### src/rtl/uc_booth4.sv
`default_nettype none
// +--------------------------------------------------------------------------+
// | Module   : uc_booth4                                                     |
// | Purpose  : Control unit for the 4-bit radix-4 (modified Booth) signed    |
// |            multiplier datapath. Sequences clear, operand load, +/-M or   |
// |            +/-2M accumulation and the paired arithmetic shifts, then     |
// |            pulses done when the product is valid.                        |
// | Options  : UC_BOOTH4_ZERO_SKIP_EN - a no-op Booth digit shifts directly  |
// |            in EXAM and skips SH1 (latency 7..9 cycles).                  |
// | Revision : 1.0 - initial release                                        |
// +--------------------------------------------------------------------------+
module uc_booth4 (
   input  logic clk,
   input  logic reset,
   input  logic start,
   input  logic q1,
   input  logic q0,
   input  logic q_menos1,
   output logic rst_dp,
   output logic Carga_QM,
   output logic Carga_A,
   output logic Desplaza_AQ,
   output logic MoM2,
   output logic Resta,
   output logic busy,
   output logic done
);

   typedef enum logic [2:0] {
      S_IDLE = 3'd0,
      S_CLR  = 3'd1,
      S_LOAD = 3'd2,
      S_EXAM = 3'd3,
      S_SH1  = 3'd4,
      S_SH2  = 3'd5,
      S_DONE = 3'd6
   } state_t;

   state_t r_state;
   logic   r_it;
   logic   r_carga_qm;
   logic   r_shift;
   logic   r_busy;
   logic   r_done;

   logic   w_exam;
   logic   w_add;
   logic   w_mom2;
   logic   w_resta;
   logic   w_skip;

   assign w_exam = (r_state == S_EXAM);

`ifdef UC_BOOTH4_ZERO_SKIP_EN
   // A no-op digit needs no accumulate, so EXAM can perform the first shift itself
   assign w_skip = ~w_add;
`else
   assign w_skip = 1'b0;
`endif

   // Booth radix-4 digit decode of the registered window {q1, q0, q-1}
   always_comb begin
      w_add   = 1'b0;
      w_mom2  = 1'b0;
      w_resta = 1'b0;
      case ({q1, q0, q_menos1})
         3'b001, 3'b010: begin
            w_add = 1'b1;
         end
         3'b011: begin
            w_add  = 1'b1;
            w_mom2 = 1'b1;
         end
         3'b100: begin
            w_add   = 1'b1;
            w_mom2  = 1'b1;
            w_resta = 1'b1;
         end
         3'b101, 3'b110: begin
            w_add   = 1'b1;
            w_resta = 1'b1;
         end
         default: begin
            w_add = 1'b0;
         end
      endcase
   end

   // Sequencer: state, iteration counter and registered Moore strobes for the next state
   always_ff @(posedge clk) begin
      if (!reset) begin
         r_state    <= S_IDLE;
         r_it       <= 1'b0;
         r_carga_qm <= 1'b0;
         r_shift    <= 1'b0;
         r_busy     <= 1'b0;
         r_done     <= 1'b0;
      end else begin
         r_carga_qm <= 1'b0;
         r_shift    <= 1'b0;
         r_done     <= 1'b0;
         case (r_state)
            S_IDLE: begin
               if (start) begin
                  r_state <= S_CLR;
                  r_busy  <= 1'b1;
               end
            end
            S_CLR: begin
               r_state    <= S_LOAD;
               r_carga_qm <= 1'b1;
            end
            S_LOAD: begin
               r_state <= S_EXAM;
               r_it    <= 1'b0;
            end
            S_EXAM: begin
               r_shift <= 1'b1;
               if (w_skip) begin
                  r_state <= S_SH2;
               end else begin
                  r_state <= S_SH1;
               end
            end
            S_SH1: begin
               r_state <= S_SH2;
               r_shift <= 1'b1;
            end
            S_SH2: begin
               if (!r_it) begin
                  r_it    <= 1'b1;
                  r_state <= S_EXAM;
               end else begin
                  r_state <= S_DONE;
                  r_done  <= 1'b1;
               end
            end
            S_DONE: begin
               r_state <= S_IDLE;
               r_busy  <= 1'b0;
            end
            default: begin
               r_state <= S_IDLE;
               r_it    <= 1'b0;
               r_busy  <= 1'b0;
            end
         endcase
      end
   end

   // Adder controls are only meaningful while a digit is being examined
   assign MoM2        = w_exam & w_mom2;
   assign Resta       = w_exam & w_resta;
   assign Carga_A     = w_exam & w_add;
   assign Desplaza_AQ = r_shift | (w_exam & w_skip);
   assign Carga_QM    = r_carga_qm;
   assign busy        = r_busy;
   assign done        = r_done;
   assign rst_dp      = reset & (r_state != S_CLR);

endmodule
`default_nettype wire

### config.mk
export PLATFORM = sky130hd
export DESIGN_NAME = uc_booth4
export DESIGN_NICKNAME = d
export VERILOG_FILES = /design/src/rtl/uc_booth4.sv
export SDC_FILE = /design/constraint.sdc
export NUM_CORES = 1
export LEC_CHECK = 0
export ABC_AREA = 1
export CAP_MARGIN = 40
export CORE_MARGIN = 5
export CORE_UTILIZATION = 30
export CTS_CLUSTER_DIAMETER = 80
export CTS_CLUSTER_SIZE = 20
export DETAILED_ROUTE_END_ITERATION = 12
export PLACE_DENSITY = 0.54
export SYNTH_ARGS = -nofsm -noshare
export SYNTH_HDL_FRONTEND = slang
export SYNTH_SLANG_ARGS = --single-unit
### constraint.sdc
create_clock -name clk -period 2.5 [get_ports clk]
set_input_delay 0.5 -clock clk [delete_from_list [all_inputs] [get_ports clk]]
set_output_delay 0.5 -clock clk [all_outputs]
set_load 0.05 [all_outputs]
==> metrics.md <==
| Metric | Value |
|---|---|
| Drc violations | `0` |
| CTS Root Cell | `clkbuf_4` |
| Seq/Total Area, Yosys | `38.55%` |
| Vias per Instance | `4.611` |
| Yosys reg bits | `8` |
| Synthesized net count | `66` |
| Gr ovfl total | `0` |
| Max Clk Rate | `477.6 MHz` |
| Mux contribution to synthesized area | `0%` |
| Flop pwr share | `43.1%` |
| Top cell type's share of synthesized area | `38.55%` |
| I/O Pins | `14` |
| Post-DP HPWL | `695.5 um` |
| Remaining antenna violation count after routing | `0` |
| Post-synth top area cell | `dfxtp_1` |
| Total wire length | `868 um` |
| Final instance area | `614.3 sq um` |
| CTS tree | `done` |
| WHS | `0.4494 ns` |
| Critical Path AT | `1.59 ns` |
| Die X | `47.21 um` |
| Final hold viol count | `0` |
| Layout cells sized above 1 | `21.33%` |
| Final core utilization | `47.21%` |
| Minimum clock period | `2.094 ns` |
| Initial antenna violation count | `0` |
| Initial Util | `31.92%` |
| Critical Path RT | `2.00 ns` |
| Synth Area in Compound Gates | `16.87%` |
| Hold path cells | `2` |
| Most common cell in the netlist | `inv_1` |
| Clock Sinks | `8` |
| Core area | `1301 sq um` |
| Postcts setup bufs | `0` |
| Synth-to-Final Area Change | `47.89%` |
| Layout Cells excl Fill | `90` |
| Largest net degree at the start of global routing | `8` |
| Total track usage | `9.590%` |
| Antenna cells | `0` |
| Final setup viols | `0` |
| Simple-gate share of the synthesized area | `28.92%` |
| Gpl congestion | `0.7666` |
| Cts hold-fix bufs | `0` |
| Max-slew violations | `0` |
| Reg-to-Reg Start | `r_state[2]` |
| Pwr/cell area | `541.5 nW/um^2` |
| Yosys warns | `0` |
| Tcrit/Tclk final | `83.75%` |
| R2r setup slk | `1.42 ns` |
| First-pass GRT wire length | `1442 um` |
| Clock Latency Late Sink | `0.25 ns` |
| HP Start | `busy` |
| Worst Hold Endpoint | `busy` |
| Synthesized instance count | `59` |
| Critical path endpoint category | `primary output` |
| Hold WC Path Type | `register to register` |
| Worst-Margin Slew | `0.4978 ns` |
| Ys flop type | `dfxtp_1` |
| Top cells by area, synth | `dfxtp_1 (39%), inv_1 (11%), nand3_1 (7.2%), nand2_1 (7.2%), a21oi_1 (6.0%)` |
| DRT Pass-1 Iters | `4` |
| WL/cell | `9.644 um` |
| Status | `completed` |
| Total number of vias | `415` |
| Rows | `13` |
| Pint | `0.0002275 W` |
| # resized after CTS | `0` |
| Xor-xnor portion of the synthesized cell area | `0%` |
| VDD IR max | `0.0003309 V` |
| Slew HR | `66.71%` |
| # Max-Cap Violations | `0` |
| Combinational Power Share | `27.6%` |
| Startpoint types | `input pin` |
| Die area | `2229 sq um` |
| Reg2reg end | `busy` |
| Vias in the first global route | `398` |
| Largest family of logic cells by synthesized area | `simple AND/OR/NAND/NOR gates` |
| Post-Syn Area | `415.4 sq um` |
| Post-Synth Adder-Cell Area | `3.012%` |
| Clock Path Buffers | `2` |
| Psw | `0.0001052 W` |
| Buffers on Ports | `13` |
| Synth top cells by count | `inv_1 (12), dfxtp_1 (8), nand2_1 (8)` |
| CTS HTree Levels | `1` |
| Clock share of power | `29.3%` |
| Placed cell count | `87` |
| Placed standard-cell area | `591.8 sq um` |
| Layout Nets | `84` |
| RSZ-0062 raised after global routing | `false` |
| CP max FO | `4` |
| Die height | `47.21 um` |
| Post-synth EDFFs | `0` |
| DR iter-0 viols | `5` |
| Avg Cell Area, Syn | `7.041 sq um` |
| Clock-pin transition on the worst setup and hold timing paths | `0.05 ns` |
| Post-Route Setup TNS | `0 ns` |
| Leak | `0.2946 nW` |
| R2R depth | `5` |
| Clock Skew | `0.006666 ns` |
| Ys async rst share | `0%` |
| Post-synth cell types | `15` |
| Sw Share | `31.63%` |
| Kind of critical path | `input pin to primary output` |
| Cts bufs inserted | `3` |
-- state kept, by name (all words and copies together), names as in the netlist --
| signal | count |
|---|---|
| Desplaza_AQ | 1 |
| Carga_QM | 1 |
| r_it | 1 |
| done | 1 |
| busy | 1 |
| r_state | 3 |
-- worst max-delay path by stage --
stage	from	to	slack [ns]	cells past startpoint
after floorplan	q1	MoM2	0.67	3
after global placement	q1	MoM2	0.41	5
after detailed placement	q_menos1	MoM2	0.41	4
after CTS	q_menos1	MoM2	0.40	4
after global routing	q1	MoM2	0.33	5
final	q1	MoM2	0.41	5
-- worst max-delay path: stages --
cell,delay (ns)
clkdlybuf4s50_1,0.46
inv_1,0.07
nand2_1,0.08
a211oi_2,0.30
buf_12,0.18
-- cell families after synthesis --
family          after synthesis
flops                         8
buf+inv                      14
fa+ha+maj                     1
compound gates               11
simple gates                 25
-- power groups by stage --
stage | logic, W | registers, W | clock network [W]
floorplan | 0.0000432 | 0.000160 | 0
global placement | 0.0000925 | 0.000146 | 0
detailed placement | 0.0000923 | 0.000146 | 0
CTS | 0.0000927 | 0.000143 | 0.000102
global route | 0.0000995 | 0.000144 | 0.000111
finish | 0.0000917 | 0.000143 | 0.0000976
-- layout make-up --
class                   count  area [sq um]
clock buffers               3         22.52
multi-input cells          37         202.7
inverters                  14         52.55
flip-flops and latches      8         160.2
fillers                   139         686.9
well taps                  15         18.77
repair buffers             13         157.7
-- cell usage in the layout, fill, tap and decap left out, drive strengths merged --
| master | instances |
|---|---|
| buf | 4 |
| o211ai | 2 |
| a31oi | 2 |
| nand2 | 10 |
| nor2 | 8 |
| a211oi | 1 |
| ha | 1 |
| o21ai | 1 |
| clkbuf | 3 |
| a21oi | 5 |
| dfxtp | 8 |
| clkdlybuf4s50 | 9 |
| nand3 | 7 |
| inv | 14 |
-- stage by stage --
stage | power (W) | setup slack [ns]
finish | 0.0003327 | 0.4062
floorplan | 0.0002031 | 0.6671
global route | 0.0003548 | 0.3319
global placement | 0.0002385 | 0.4116
CTS | 0.0003381 | 0.3953
detailed placement | 0.0002382 | 0.4143
-- routing by layer --
| layer | vias to the layer above | global-route usage, % | part of all wire, % |
|---|---|---|---|
| met1 | 166 | 9.729 | 42 |
| li1 | 225 | - | - |
| met2 | 19 | 14.91 | 43 |
| met3 | 5 | 2.299 | 11 |
| met4 | 0 | 11.05 | 4.1 |
| met5 | - | 0 | 0 |
No activity file was read; power rests on OpenSTA's default activity.
